$ cat src/rtl/gcd_client.sv
`default_nettype none
// ============================================================================
// Module   : gcd_client
// Purpose  : Valid/ready request/response sequencer for one gcd_small engine,
//            with zero-operand bypass and bounded-wait timeout.
// Revision : 1.0
// ============================================================================
module gcd_client #(
    parameter int W       = 15,
    parameter int TIMEOUT = 1024
) (
    input  logic         clk,
    input  logic         reset_n,
    input  logic         req_valid,
    output logic         req_ready,
    input  logic [W-1:0] req_a,
    input  logic [W-1:0] req_b,
    output logic         rsp_valid,
    input  logic         rsp_ready,
    output logic [W-1:0] rsp_res,
    output logic         rsp_timeout,
    output logic         eng_start,
    output logic [W-1:0] eng_a,
    output logic [W-1:0] eng_b,
    input  logic [W-1:0] eng_res,
    input  logic         eng_done
);

    localparam int CW = (TIMEOUT > 1) ? $clog2(TIMEOUT) : 1;
    localparam logic [CW-1:0] c_LIMIT = CW'(TIMEOUT - 1);

    typedef enum logic [2:0] {
        S_IDLE  = 3'd0,
        S_START = 3'd1,
        S_BLANK = 3'd2,
        S_WAIT  = 3'd3,
        S_RESP  = 3'd4
    } state_t;

    state_t        r_state;
    logic [W-1:0]  r_op_a;
    logic [W-1:0]  r_op_b;
    logic [CW-1:0] r_cnt;
    logic [W-1:0]  r_rsp_res;
    logic          r_rsp_timeout;
    logic          r_rsp_valid;
    logic          r_req_ready;
    logic          r_eng_start;

    always_ff @(posedge clk or negedge reset_n) begin
        if (!reset_n) begin
            r_state       <= S_IDLE;
            r_op_a        <= '0;
            r_op_b        <= '0;
            r_cnt         <= '0;
            r_rsp_res     <= '0;
            r_rsp_timeout <= 1'b0;
            r_rsp_valid   <= 1'b0;
            r_req_ready   <= 1'b1;
            r_eng_start   <= 1'b0;
        end else begin
            r_eng_start <= 1'b0;
            case (r_state)
                S_IDLE: begin
                    if (req_valid) begin
                        r_op_a      <= req_a;
                        r_op_b      <= req_b;
                        r_req_ready <= 1'b0;
                        // The engine never terminates with a zero first operand.
                        if (req_a == '0) begin
                            r_rsp_res     <= req_b;
                            r_rsp_timeout <= 1'b0;
                            r_rsp_valid   <= 1'b1;
                            r_state       <= S_RESP;
                        end else begin
                            r_eng_start <= 1'b1;
                            r_state     <= S_START;
                        end
                    end
                end
                S_START: begin
                    r_state <= S_BLANK;
                end
                S_BLANK: begin
                    // eng_done may still be high from the previous operation here.
                    r_cnt   <= '0;
                    r_state <= S_WAIT;
                end
                S_WAIT: begin
                    if (eng_done) begin
                        r_rsp_res     <= eng_res;
                        r_rsp_timeout <= 1'b0;
                        r_rsp_valid   <= 1'b1;
                        r_state       <= S_RESP;
                    end else if (r_cnt == c_LIMIT) begin
                        r_rsp_res     <= '0;
                        r_rsp_timeout <= 1'b1;
                        r_rsp_valid   <= 1'b1;
                        r_state       <= S_RESP;
                    end else begin
                        r_cnt <= r_cnt + 1'b1;
                    end
                end
                S_RESP: begin
                    if (rsp_ready) begin
                        r_rsp_valid <= 1'b0;
                        r_req_ready <= 1'b1;
                        r_state     <= S_IDLE;
                    end
                end
                default: begin
                    r_rsp_valid <= 1'b0;
                    r_req_ready <= 1'b1;
                    r_state     <= S_IDLE;
                end
            endcase
        end
    end

    assign req_ready   = r_req_ready;
    assign rsp_valid   = r_rsp_valid;
    assign rsp_res     = r_rsp_res;
    assign rsp_timeout = r_rsp_timeout;
    assign eng_start   = r_eng_start;
    assign eng_a       = r_op_a;
    assign eng_b       = r_op_b;

endmodule
`default_nettype wire

$ cat config.mk
export PLATFORM = sky130hd
export DESIGN_NAME = gcd_client
export DESIGN_NICKNAME = d
export VERILOG_FILES = /design/src/rtl/gcd_client.sv
export SDC_FILE = /design/constraint.sdc
export NUM_CORES = 1
export LEC_CHECK = 0
export CAP_MARGIN = 10
export CORE_ASPECT_RATIO = 2
export CORE_MARGIN = 5
export CORE_UTILIZATION = 45
export CTS_CLUSTER_DIAMETER = 30
export DETAILED_ROUTE_END_ITERATION = 8
export PLACE_DENSITY = 0.89
export SETUP_SLACK_MARGIN = 0.15
export SLEW_MARGIN = 20
export SYNTH_ARGS = -nofsm -noshare
export SYNTH_HDL_FRONTEND = slang
export SYNTH_SLANG_ARGS = --single-unit
$ cat constraint.sdc
create_clock -name clk -period 2.75 [get_ports clk]
set_clock_uncertainty 0.1 [all_clocks]
set_input_delay 0.4125 -clock clk [delete_from_list [all_inputs] [get_ports clk]]
set_output_delay 0.4125 -clock clk [all_outputs]
set_load 0.005 [all_outputs]
* Yosys cells after proc, flatten, opt, wreduce, memory -nomap -nowiden *
Index checks and enable logic that the tools add are counted.

storage, ports and cells
  memories kept = 0
  output and inout bits = 49
  register bits = 62
  memory bits (read-only) = 0
  input bits = 50
  latch bits = 0
  bits in writable memories = 0
  logic and storage cells = 65

operators by class
  equality and inequality tests = 11
  div/mod/pow operators = 0
  bitwise operators = 2
  mux-type cells = 30
  reduce and logical (&&, ||, !) cells = 12
  add/sub/neg operators = 1
  order comparisons = 0
  shift operators = 0
  $mul = 0

operator list
  cell                   number
  $mux 15                4
  $pmux 15 s2            1
  $mux 10                2
  $pmux 10 s2            1
  $logic_not 15->1       1
  $mux 3                 5
  $pmux 3 s5             1
  $mux 1                 13
  $add 10x1->10 const B  1
  $eq 10x10->1 const B   1
  $ne 2x2->1 const B     5
  $reduce_and 3->1       3
  $eq 3x2->1 const B     2
  $reduce_and 5->1       1
  $pmux 1 s4             1
  $reduce_and 4->1       1
  $reduce_bool 2->1      2
  $eq 3x1->1 const B     1
  $eq 3x3->1 const B     1
  $logic_not 3->1        1
  $ne 3x3->1 const B     1
  $pmux 1 s3             1
  $reduce_or 3->1        1
  $not 1->1              2
  3 further kinds        3

* Longest topological paths before layout *
Gate-level depths: netlist (run 1).

  word-level depth = 4
  gate-level depth with buffers = 6
  depth with buffers taken out = 6

* Worst setup path before layout (run 1) *
OpenSTA, ideal clock, no wires.

  path type = flip-flop to flip-flop
  from = register r_cnt[0]
  to = register r_rsp_res[10] (netlist: rsp_res[10])
  setup time = 0.125 ns
  stages on the path, launching flop included = 7
  buffers on the path = 1
  required time = 2.525 ns
  clock period less this slack = 2.104 ns
  arrival = 1.879 ns
  slack = 0.646 ns
  cell sequence = dfrtp_1 -> ha_1 -> and3_1 -> a311o_4 -> o21ai_4 -> buf_12 -> mux2_4

on the way
  longest elaborated chain between the ends = 3

ends and longest elaborated chain
  element                     RTL line  source
  start: declaration          43        logic [CW-1:0] r_cnt;
  start signal: assignment    101       r_cnt <= r_cnt + 1'b1;
  $eq 10x10->1                95        end else if (r_cnt == c_LIMIT) begin
  $ne 3x3->1 (no line)        -
  $reduce_and 4->1 (no line)  -
  end signal: assignment      71        r_rsp_res <= req_b;
  end signal: assignment      91        r_rsp_res <= eng_res;
  end: declaration            44        logic [W-1:0] r_rsp_res;

Every way passes these cells.
A chain may end at the register's enable or synchronous reset.

* Worst setup path after layout (run 1) *
  from = register r_cnt[0]
  to = register r_rsp_res[0] (netlist: rsp_res[0])

The elaborated chain is that of the path after synthesis.

==> reports/results.tsv, run 1 <==
metric	value	unit
crit_buf_inv	0	
yosys_warnings	0	
clock_latency	320	ps
cts.reportedPaths.clkPinSlew	50	ps
synth_edf_count	0	
tightest_slew	875	ps
timing.rr.end	rsp_res[0]$_DFFE_PN0P_	
dp_hpwl	5710	um
synth_top_cell_by_area	dfrtp_1	
regArea	1550	um2
dieArea	8160	um2
cp_slowest_cell	a311o_4	
tns	0	ps
yosys-top-cells-count	dfrtp_1, nand2_1, mux2_2	
cts_resized	0	
rsz0062_at_grt	no	
post_route_cells_drive_above_1_share	20.9	%
via_count	2196	
fillers	492	
syn_nets	288	
cp-startpoint	r_cnt[0]$_DFFE_PN0P_	
ys_types	38	
rows	41	
cp-endpoint	rsp_res[0]$_DFFE_PN0P_	
setup_violations	0	
ys_ff_latch	62	
maxCapViolCount	0	
cts_max_level	3	
cts_sinks	62	
cts_tree	built	
reg2reg_from	r_cnt[0]$_DFFE_PN0P_	
io_pins	99	
p_per_area	1140	nW/um2
nNetsFinal	390	
outcome	complete, no violations	
portBuffers	98	
synth_cells	237	
dp.cells	414	
clock_tree.buffer_depth	2	
synth_top_area_share	53.3	%
required	2850	ps
async_flop_share	100	%
timing.final.crit_share	82.7	%
ctsHoldBuffers	0	
cp_cell_sequence	ha_1, and3_1, a311o_4, o21ai_4, mux2_2	
synth_seq_area_share	54.2	%
core_area	6260	um2
grt_max_degree	41	
antenna_cells	0	
drtPass1Iterations	4	
max_freq	0.440	GHz
grt_overflow	0	
post-cts-setup-buffers	0	
critical-path-max-stage-delay	470	ps
p_leak	1.84	nW
crit_type	register to register	
area_growth	47.2	%
min_period	2280	ps
ir_drop	0.000686	V
finalHoldViolCount	0	
dieHeight	123	um
worstPathMaxFanout	17	
grt_pass1_wl	11900	um
start_util	45.8	%
hp-class	input pin to async pin	
antenna_found_initial	0	
ant_nets	0	
synthTopCellsByArea	dfrtp_1, mux2_2, nand2_1, mux2_4, o21ai_0	
holdWs	99.4	ps
cts-buffers-inserted	9	
worstPathArrival	2380	ps
multi_input_area	1210	um2
utilization	67.4	%
wirelength	7430	um
start_kind	register	
r2r_cells	5	
relSlewSlack	41.7	%
synth_area	2870	um2
fin_cells	430	
drv_slew	0	
critical-path-top-delay-family	compound AO/OA/AOI/OAI gates	
synth_flop_cell	dfrtp_1	
track_usage	19.7	%
globalplace.congestion	0.838	
cts_root_buffer	clkbuf_16	
avgSynthCellArea	12.1	um2
dieWidth	66.4	um
grt_pass1_vias	2464	
cp_num_cells	5	
endpoint_kind	register	
wl_per_cell	17.3	um
drt_iter0_drc	81	
regToRegSetupSlack	470	ps
route.detailed.drc	0	
yosysMostFrequentCell	dfrtp_1	
viasPerCell	5.11	
==> worst min-delay path by stage <==
stage / start / endpoint / cells past startpoint
floorplan: reset_n / eng_a[0]$_DFFE_PN0P_ / 0
detailed placement: rsp_valid$_DFFE_PN0P_ / rsp_valid$_DFFE_PN0P_ / 2
CTS: reset_n / eng_b[4]$_DFFE_PN0P_ / 1
finish: reset_n / eng_b[3]$_DFFE_PN0P_ / 1
global route: reset_n / eng_b[4]$_DFFE_PN0P_ / 1
global placement: req_ready$_DFFE_PN1P_ / req_ready$_DFFE_PN1P_ / 2
==> final cells by class <==
class                      count  area share [%]
tap                           86            2.55
sequential                    62            36.8
timing repair buffer         103            24.0
clock inverter                 4            2.25
clock buffer                  12            5.60
inverter                       2           0.178
multi-input combinational    161            28.6
==> registers in the layout, indices dropped and copies added, names as in the netlist <==
name	cells
eng_a	15
eng_b	15
eng_start	1
r_cnt	10
r_state	3
req_ready	1
rsp_res	15
rsp_timeout	1
rsp_valid	1
==> report_power, final <==
| group | internal [mW] | leakage [nW] | total [mW] | switching [mW] |
|---|---|---|---|---|
| registers | 1.33 | 0.760 | 1.60 | 0.274 |
| clock network | 0.884 | 0.161 | 1.27 | 0.382 |
| logic | 1.23 | 0.915 | 1.93 | 0.697 |
| total | 3.44 | 1.84 | 4.79 | 1.35 |
==> through the flow <==
step | cell area, um2 | setup WS, ps | power [mW]
2_1_floorplan | 2870 | 646 | 2.56
3_3_place_gp | 3890 | 262 | 3.48
3_5_place_dp | 3890 | 198 | 3.56
4_1_cts | 4220 | 479 | 4.85
5_1_grt | 4220 | 387 | 5.08
6_report | 4220 | 475 | 4.79
==> metal layers <==
layer  up-vias  share of wire, %  track usage (%)
li1       1034                 -                -
met1      1058                35             20.4
met2        77                55             33.9
met3        27               5.1             5.77
met4         0               5.1             12.1
met5         -                 0                0
==> layout by cell type (no fill, tap or decap), types with 2 or more instances in the layout <==
master / n
clkdlybuf4s50_1: 97
dfrtp_1: 61
nand2_1: 41
mux2_2: 37
o21ai_0: 19
clkbuf_16: 9
mux2_4: 8
nor2_1: 7
nand3_1: 6
nand4_1: 5
buf_4: 5
nor3_1: 4
xor2_1: 4
nor4_1: 3
nand2b_1: 3
and2_1: 3
o21a_1: 3
bufinv_16: 3
clkbuf_1: 3
inv_1: 2
a31oi_1: 2
and3_1: 2
==> logic make-up (layout without fill, tap and decap cells) <==
logic type | count (synthesis) | count (layout) | synth area share (%)
AOI/OAI and AO/OA | 31 | 31 | 7.73
xor gates and xnor gates | 5 | 5 | 1.53
adders and majority gates | 1 | 1 | 0.437
buffers and inverters | 14 | 121 | 3.71
DFF | 62 | 62 | 54.2
muxes | 45 | 45 | 18.7
and+or+nand+nor | 79 | 79 | 13.7
Power figures use the tool's default switching activity.
==> run 2, diff against run 1 <==
CORE_UTILIZATION = 41   (was 45)
PLACE_DENSITY = 0.85   (was 0.89)
clock period = 1.8 ns   (was 2.75 ns; I/O delays follow)
==> run 2 against run 1 <==
Net effect:
- the flow now finishes with violations (negative setup slack)
- die area is 8.6% higher
- non-clock buffer count increased by 39
- first-iteration DRC count is 2.5% higher
- cell count up 10%
- global-route usage rose by 0.44 points
- register-to-register slack worse by 580 ps
- clock power increased by 47%
- sequential share of layout area decreased by 4.4 points
- sequential power up 53%
- critical endpoint is now rsp_res[4]$_DFFE_PN0P_
- highest routed layer unchanged
==> reports/results.tsv, run 2 (same netlist as run 1, synthesis figures left out) <==
metric	value	unit	change
outcome	finished with violations		was complete, no violations
violations	negative setup slack		
start_util	41.6	%	was 45.8%
antenna_found_initial	0		unchanged
cp_slowest_cell	dfrtp_1		was a311o_4
cp-startpoint	r_cnt[1]$_DFFE_PN0P_		was r_cnt[0]$_DFFE_PN0P_
crit_type	register to register		unchanged
hp-class	input pin to register		was input pin to async pin
endpoint_kind	register		unchanged
layout_common_cells	clkdlybuf4s50_1, dfrtp_1, mux2_4		was clkdlybuf4s50_1, dfrtp_1, nand2_1
track_usage	20.1	%	was 19.7%
power_frac_comb	47.3	%	was 40.2%
worstPathMaxFanout	8		was 17
dp.cells	443		was 414
route.detailed.drc	0		unchanged
area_growth	67.4	%	was 47.2%
cts_max_level	3		unchanged
cts-buffers-inserted	9		unchanged
dieWidth	69.1	um	was 66.4 um
drv_slew	0		unchanged
grt_overflow	0		unchanged
met2_usage	35.1	%	was 33.9%
reg2reg_from	r_cnt[1]$_DFFE_PN0P_		was r_cnt[0]$_DFFE_PN0P_
sw_frac_of_total	29.1	%	was 28.2%
switchingPower	2.39	mW	was 1.35 mW
cp_cell_sequence	ha_2, and3_4, a311o_4, o21ai_4, buf_12, mux2_4		was ha_1, and3_1, a311o_4, o21ai_4, mux2_2
critical-path-max-stage-delay	400	ps	was 470 ps
rows	43		was 41
placed_area	4100	um2	was 3890 um2
start_kind	register		unchanged
drt_iter0_drc	83		was 81
tns	-1710	ps	was 0 ps
dieHeight	128	um	was 123 um
ir_drop	0.00112	V	was 0.000686 V
fillers	507		was 492
via_count	2503		was 2,196
required	1910	ps	was 2850 ps
finalHoldViolCount	0		unchanged
relSlewSlack	73.4	%	was 41.7%
min_period	1910	ps	was 2280 ps
rsz0062_at_grt	yes		was no
wl_per_cell	19.6	um	was 17.3 um
clock_tree.buffer_depth	2		unchanged
cts.reportedPaths.clkPinSlew	50	ps	about the same
fin_cells	473		was 430
ant_nets	0		unchanged
mostFrequentLayoutCell	clkdlybuf4s50_1		unchanged
power_frac_seq	29.9	%	was 33.4%
drtPass1Iterations	5		was 4
clock_latency	330	ps	was 320 ps
setup_violations	22		was 0
met1_usage	20.8	%	was 20.4%
max_freq	0.525	GHz	was 0.440 GHz
postLayoutCellArea	4800	um2	was 4220 um2
post_route_cells_drive_above_1_share	33.4	%	was 20.9%
cts_tree	built		unchanged
wirelength	9250	um	was 7430 um
r2r_cells	6		was 5
nNetsFinal	430		was 390
globalplace.congestion	0.793		was 0.838
dp_hpwl	5970	um	was 5710 um
antenna_cells	0		unchanged
cp-endpoint	rsp_res[4]$_DFFE_PN0P_		was rsp_res[0]$_DFFE_PN0P_
dieArea	8860	um2	was 8160 um2
p_leak	2.23	nW	was 1.84 nW
viasPerCell	5.29		was 5.11
min_from	req_a[14]		
use_met3	4.55	%	was 5.77%
grt_max_degree	63		was 41
io_pins	99		unchanged
portBuffers	98		unchanged
power.internal	5.82	mW	was 3.44 mW
cts_root_buffer	clkbuf_16		unchanged
cts_sinks	62		unchanged
final.setup.worst_slack	-107	ps	was 475 ps
timing.rr.end	rsp_res[4]$_DFFE_PN0P_		was rsp_res[0]$_DFFE_PN0P_
grt_pass1_wl	13800	um	was 11,900 um
grt_busiest_layer	met2		unchanged
regToRegSetupSlack	-110	ps	was 470 ps
clockPowerShare	22.8	%	was 26.4%
worstPathArrival	2020	ps	was 2380 ps
tightest_slew	397	ps	was 875 ps
timing.final.crit_share	106	%	was 82.7%
core_area	6890	um2	was 6260 um2
maxCapViolCount	0		unchanged
p_per_area	1710	nW/um2	was 1140 nW/um2
grt_pass1_vias	2654		was 2,464
run 2: power by group through the flow:
stage                     Combinational, mW  Sequential, mW  Clock [mW]
after floorplan                        1.52            2.39           0
after global placement                 3.09            2.39           0
after detailed placement               3.19            2.43           0
after CTS                              3.39            2.42        1.90
after global routing                   4.12            2.53        1.99
final                                  3.88            2.45        1.87
run 2: final cells by class:
| type | count | area [um2] | share of cell area, % |
|---|---|---|---|
| multi-input combinational | 162 | 1420 | 29.6 |
| inverter | 2 | 7.51 | 0.157 |
| clock buffer | 12 | 256 | 5.35 |
| sequential | 62 | 1550 | 32.4 |
| tap | 90 | 113 | 2.35 |
| clock inverter | 3 | 67.6 | 1.41 |
| timing repair buffer | 142 | 1380 | 28.7 |
run 2: through the flow:
step                hold WS (ps)  power, mW  setup slack [ps]  utilization [%]
global placement             202       5.48              -585             59.5
global route                 122       8.63              -195             69.6
finish                       112       8.21              -107             69.6
floorplan                   -126       3.91              -155                -
detailed placement           216       5.62              -661             59.5
CTS                          233       7.71              -105             66.3
run 2: per-layer routing:
layer	routed length (um)	vias up	part of all wire, %
met5	0	-	0
li1	-	1115	-
met2	5010	105	54
met4	542	0	5.9
met1	3280	1242	35
met3	418	41	4.5
run 2: how the worst min path moves through the flow:
stage                                       end  slack, ps  cells after the start
after floorplan            eng_a[0]$_DFFE_PN0P_       -130                      0
after global placement     eng_b[4]$_DFFE_PN0P_        200                      2
after detailed placement   eng_b[4]$_DFFE_PN0P_        220                      2
after CTS                  eng_a[9]$_DFFE_PN0P_        230                      2
after global routing      eng_a[14]$_DFFE_PN0P_        120                      2
final                     eng_a[14]$_DFFE_PN0P_        110                      2
run 2: worst max-delay path, delay by kind of cell, from the launching register on:
family / cells / cell delay (ps)
simple gates: 1 / 180
mux: 1 / 300
buf+inv: 1 / 160
fa+ha+maj: 1 / 200
flops: 1 / 400
compound gates: 2 / 440
run 2: what timing repair did:
| action | 4_1_cts | 5_1_grt |
|---|---|---|
| setup buffers | 6 | 5 |
| gates resized for setup | 36 | 51 |
| setup endpoints to repair | 59 | 61 |
| pin swaps | 13 | 10 |
| cloned | 1 | 2 |
| endpoints found under the hold margin | 61 | 0 |
| hold buffers | 1 | 0 |
==> run 3, diff against run 2 <==
ABC_AREA = 1   (was unset)
==> run 3 against run 2 <==
Net effect:
- the run now ends clean
- design area fell by 3.4%
- clock power is essentially flat
- count of clock-buffer cells in the layout fell by 1
- sequential share of layout area grew 1.2 points
- highest routed layer unchanged
- combinational power fell by 6.4%
- utilization fell by 2.9 points
- fmax up 16%
- sequential power shrank 3%
==> reports/results.tsv, run 3 <==
metric	value	unit	change
outcome	complete, no violations		was finished with violations
yosysMostFrequentCell	nand2_1		was dfrtp_1
placed_area	4080	um2	was 4100 um2
p_leak	2.22	nW	was 2.23 nW
post_route_cells_drive_above_1_share	17.5	%	was 33.4%
crit_type	register to register		unchanged
power_frac_seq	30.3	%	was 29.9%
mostFrequentLayoutCell	nand2_1		was clkdlybuf4s50_1
reg2reg_from	r_cnt[0]$_DFFE_PN0P_		was r_cnt[1]$_DFFE_PN0P_
regToRegSetupSlack	150	ps	was -110 ps
cts_tree	built		unchanged
clock_latency	330	ps	about the same
maxCapViolCount	0		unchanged
timing.rr.end	r_cnt[8]$_DFFE_PN0P_		was rsp_res[4]$_DFFE_PN0P_
async_flop_share	100	%	unchanged
switchingPower	2.79	mW	was 2.39 mW
area_growth	58.1	%	was 67.4%
worstPathArrival	1760	ps	was 2020 ps
dp_hpwl	6710	um	was 5970 um
multi_input_area	1270	um2	was 1420 um2
crit_buf_inv	3		was 1
grt_max_degree	51		was 63
crit_top_cell	buf_4		
start_util	42.2	%	was 41.6%
via_count	2976		was 2,503
cts.reportedPaths.clkPinSlew	50	ps	about the same
ys_ff_latch	62		unchanged
fillers	472		was 507
cp_slowest_cell	dfrtp_1		unchanged
synth_top_area_share	52.1	%	was 53.3%
tightest_slew	434	ps	was 397 ps
postLayoutCellArea	4630	um2	was 4800 um2
cp_cell_sequence	ha_4, nand2_4, nor2_4, buf_4, buf_4, buf_4, nand2_1, nand2_1, nand4_1, o21ai_1		was ha_2, and3_4, a311o_4, o21ai_4, buf_12, mux2_4
track_usage	21.6	%	was 20.1%
route.detailed.drc	0		unchanged
yosys-top-cells-count	nand2_1, dfrtp_1, o21ai_0		was dfrtp_1, nand2_1, mux2_2
clockPowerShare	23.6	%	was 22.8%
cts_max_level	3		unchanged
rows	43		unchanged
cts_root_buffer	clkbuf_16		unchanged
antenna_cells	0		unchanged
ir_drop	0.000769	V	was 0.00112 V
synthTopCellsByArea	dfrtp_1, nand2_1, o21ai_0, mux2_4, inv_1		was dfrtp_1, mux2_2, nand2_1, mux2_4, o21ai_0
critical-path-top-delay-family	flip-flops		was compound AO/OA/AOI/OAI gates
min_period	1650	ps	was 1910 ps
synth_top_cell_by_area	dfrtp_1		unchanged
required	1910	ps	about the same
synth_cells	335		was 237
yosys_warnings	0		unchanged
dieArea	9040	um2	was 8860 um2
cts-buffers-inserted	9		unchanged
cp-startpoint	r_cnt[0]$_DFFE_PN0P_		was r_cnt[1]$_DFFE_PN0P_
grt_pass1_wl	15200	um	was 13,800 um
syn_nets	386		was 288
grt_pass1_vias	3174		was 2,654
drtPass1Iterations	5		unchanged
relSlewSlack	71.1	%	was 73.4%
cts_sinks	62		unchanged
p_per_area	1700	nW/um2	was 1710 nW/um2
max_freq	0.606	GHz	was 0.525 GHz
dieWidth	69.8	um	was 69.1 um
wl_per_cell	18.1	um	was 19.6 um
setup_violations	0		was 22
antenna_found_initial	0		unchanged
synth_flop_cell	dfrtp_1		unchanged
power.internal	5.09	mW	was 5.82 mW
dieHeight	130	um	was 128 um
synth_edf_count	0		unchanged
nNetsFinal	516		was 430
regArea	1560	um2	was 1550 um2
start_kind	register		unchanged
drv_slew	0		unchanged
r2r_cells	10		was 6
worstPathMaxFanout	3		was 8
grt_overflow	0		unchanged
sw_frac_of_total	35.4	%	was 29.1%
fin_cells	559		was 473
finalHoldViolCount	0		unchanged
critical-path-max-stage-delay	430	ps	was 400 ps
portBuffers	98		unchanged
ant_nets	0		unchanged
clock_tree.buffer_depth	2		unchanged
layout_common_cells	nand2_1, clkdlybuf4s50_1, dfrtp_1		was clkdlybuf4s50_1, dfrtp_1, mux2_4
globalplace.congestion	0.886		was 0.793
synth_seq_area_share	53.0	%	was 54.2%
viasPerCell	5.32		was 5.29
power_frac_comb	46.1	%	was 47.3%
io_pins	99		unchanged
dp.cells	526		was 443
ys_types	26		was 38
wirelength	10100	um	was 9250 um
endpoint_kind	register		unchanged
timing.final.crit_share	91.6	%	was 106%
hp-class	input pin to async pin		was input pin to register
p_total	7.88	mW	was 8.21 mW
synth_area	2930	um2	was 2870 um2
drt_iter0_drc	315		was 83
rsz0062_at_grt	yes		unchanged
core_area	6940	um2	was 6890 um2
avgSynthCellArea	8.75	um2	was 12.1 um2
run 3: cell type report:
class                      instances  area share (%)
clock buffer                      11            5.46
clock inverter                     4            1.51
inverter                          35            2.94
multi-input combinational        229            27.4
sequential                        62            33.6
tap                               90            2.43
timing repair buffer             128            26.7
run 3: logic make-up (layout without fill, tap and decap cells):
family                   Yosys count  count (layout)  share of synthesized area (%)
AO/OA/AOI/OAI                     47              47                           8.07
XOR/XNOR                           1               1                          0.299
adder cells (fa/ha/maj)            1               1                          0.427
buffers and inverters             47             178                           7.05
flip-flops                        62              62                           53.0
multiplexers                      10              10                           5.12
AND/OR/NAND/NOR                  167             170                           26.0
run 3: worst max path at each step:
stage	cells past startpoint	to
2_1_floorplan	9	rsp_res[10]$_DFFE_PN0P_
3_3_place_gp	9	rsp_res[12]$_DFFE_PN0P_
3_5_place_dp	9	rsp_res[11]$_DFFE_PN0P_
4_1_cts	8	rsp_res[11]$_DFFE_PN0P_
5_1_grt	10	r_cnt[8]$_DFFE_PN0P_
6_report	10	r_cnt[8]$_DFFE_PN0P_
run 3: what timing repair did:
item                                    in CTS  in global routing
endpoints found under the setup margin      31                 38
hold buffers                                 1                  0
buffers inserted                             8                  6
resized for setup                            7                 16
endpoints found under the hold margin       16                  0
gates cloned                                 2                  1
pin swaps                                    6                  7
run 3: through the flow:
stage / hold WS, ps / utilization [%] / worst slack, ps / setup TNS (ps)
3_3_place_gp: 119 / 58.8 / -26.6 / -363
3_5_place_dp: 124 / 58.8 / -85.2 / -746
2_1_floorplan: -126 / - / 230 / 0
6_report: 312 / 66.8 / 151 / 0
5_1_grt: 346 / 66.8 / 106 / 0
4_1_cts: 315 / 65.3 / 106 / 0
run 3: per-layer routing:
| metal | routed length, um | up-vias | track usage (%) | share of wire, % |
|---|---|---|---|---|
| met1 | 3290 | 1451 | 19.2 | 33 |
| met5 | 0 | - | 0 | 0 |
| met3 | 545 | 37 | 5.51 | 5.4 |
| met2 | 5790 | 133 | 41.5 | 57 |
| met4 | 481 | 0 | 14.7 | 4.8 |
| li1 | - | 1355 | - | - |
run 3: power groups by stage:
| stage | Sequential [mW] | Combinational (mW) | Clock [mW] |
|---|---|---|---|
| finish | 2.38 | 3.63 | 1.86 |
| global route | 2.43 | 3.91 | 1.94 |
| CTS | 2.34 | 3.40 | 1.88 |
| detailed placement | 2.35 | 3.22 | 0 |
| global placement | 2.32 | 3.11 | 0 |
| floorplan | 2.34 | 1.52 | 0 |
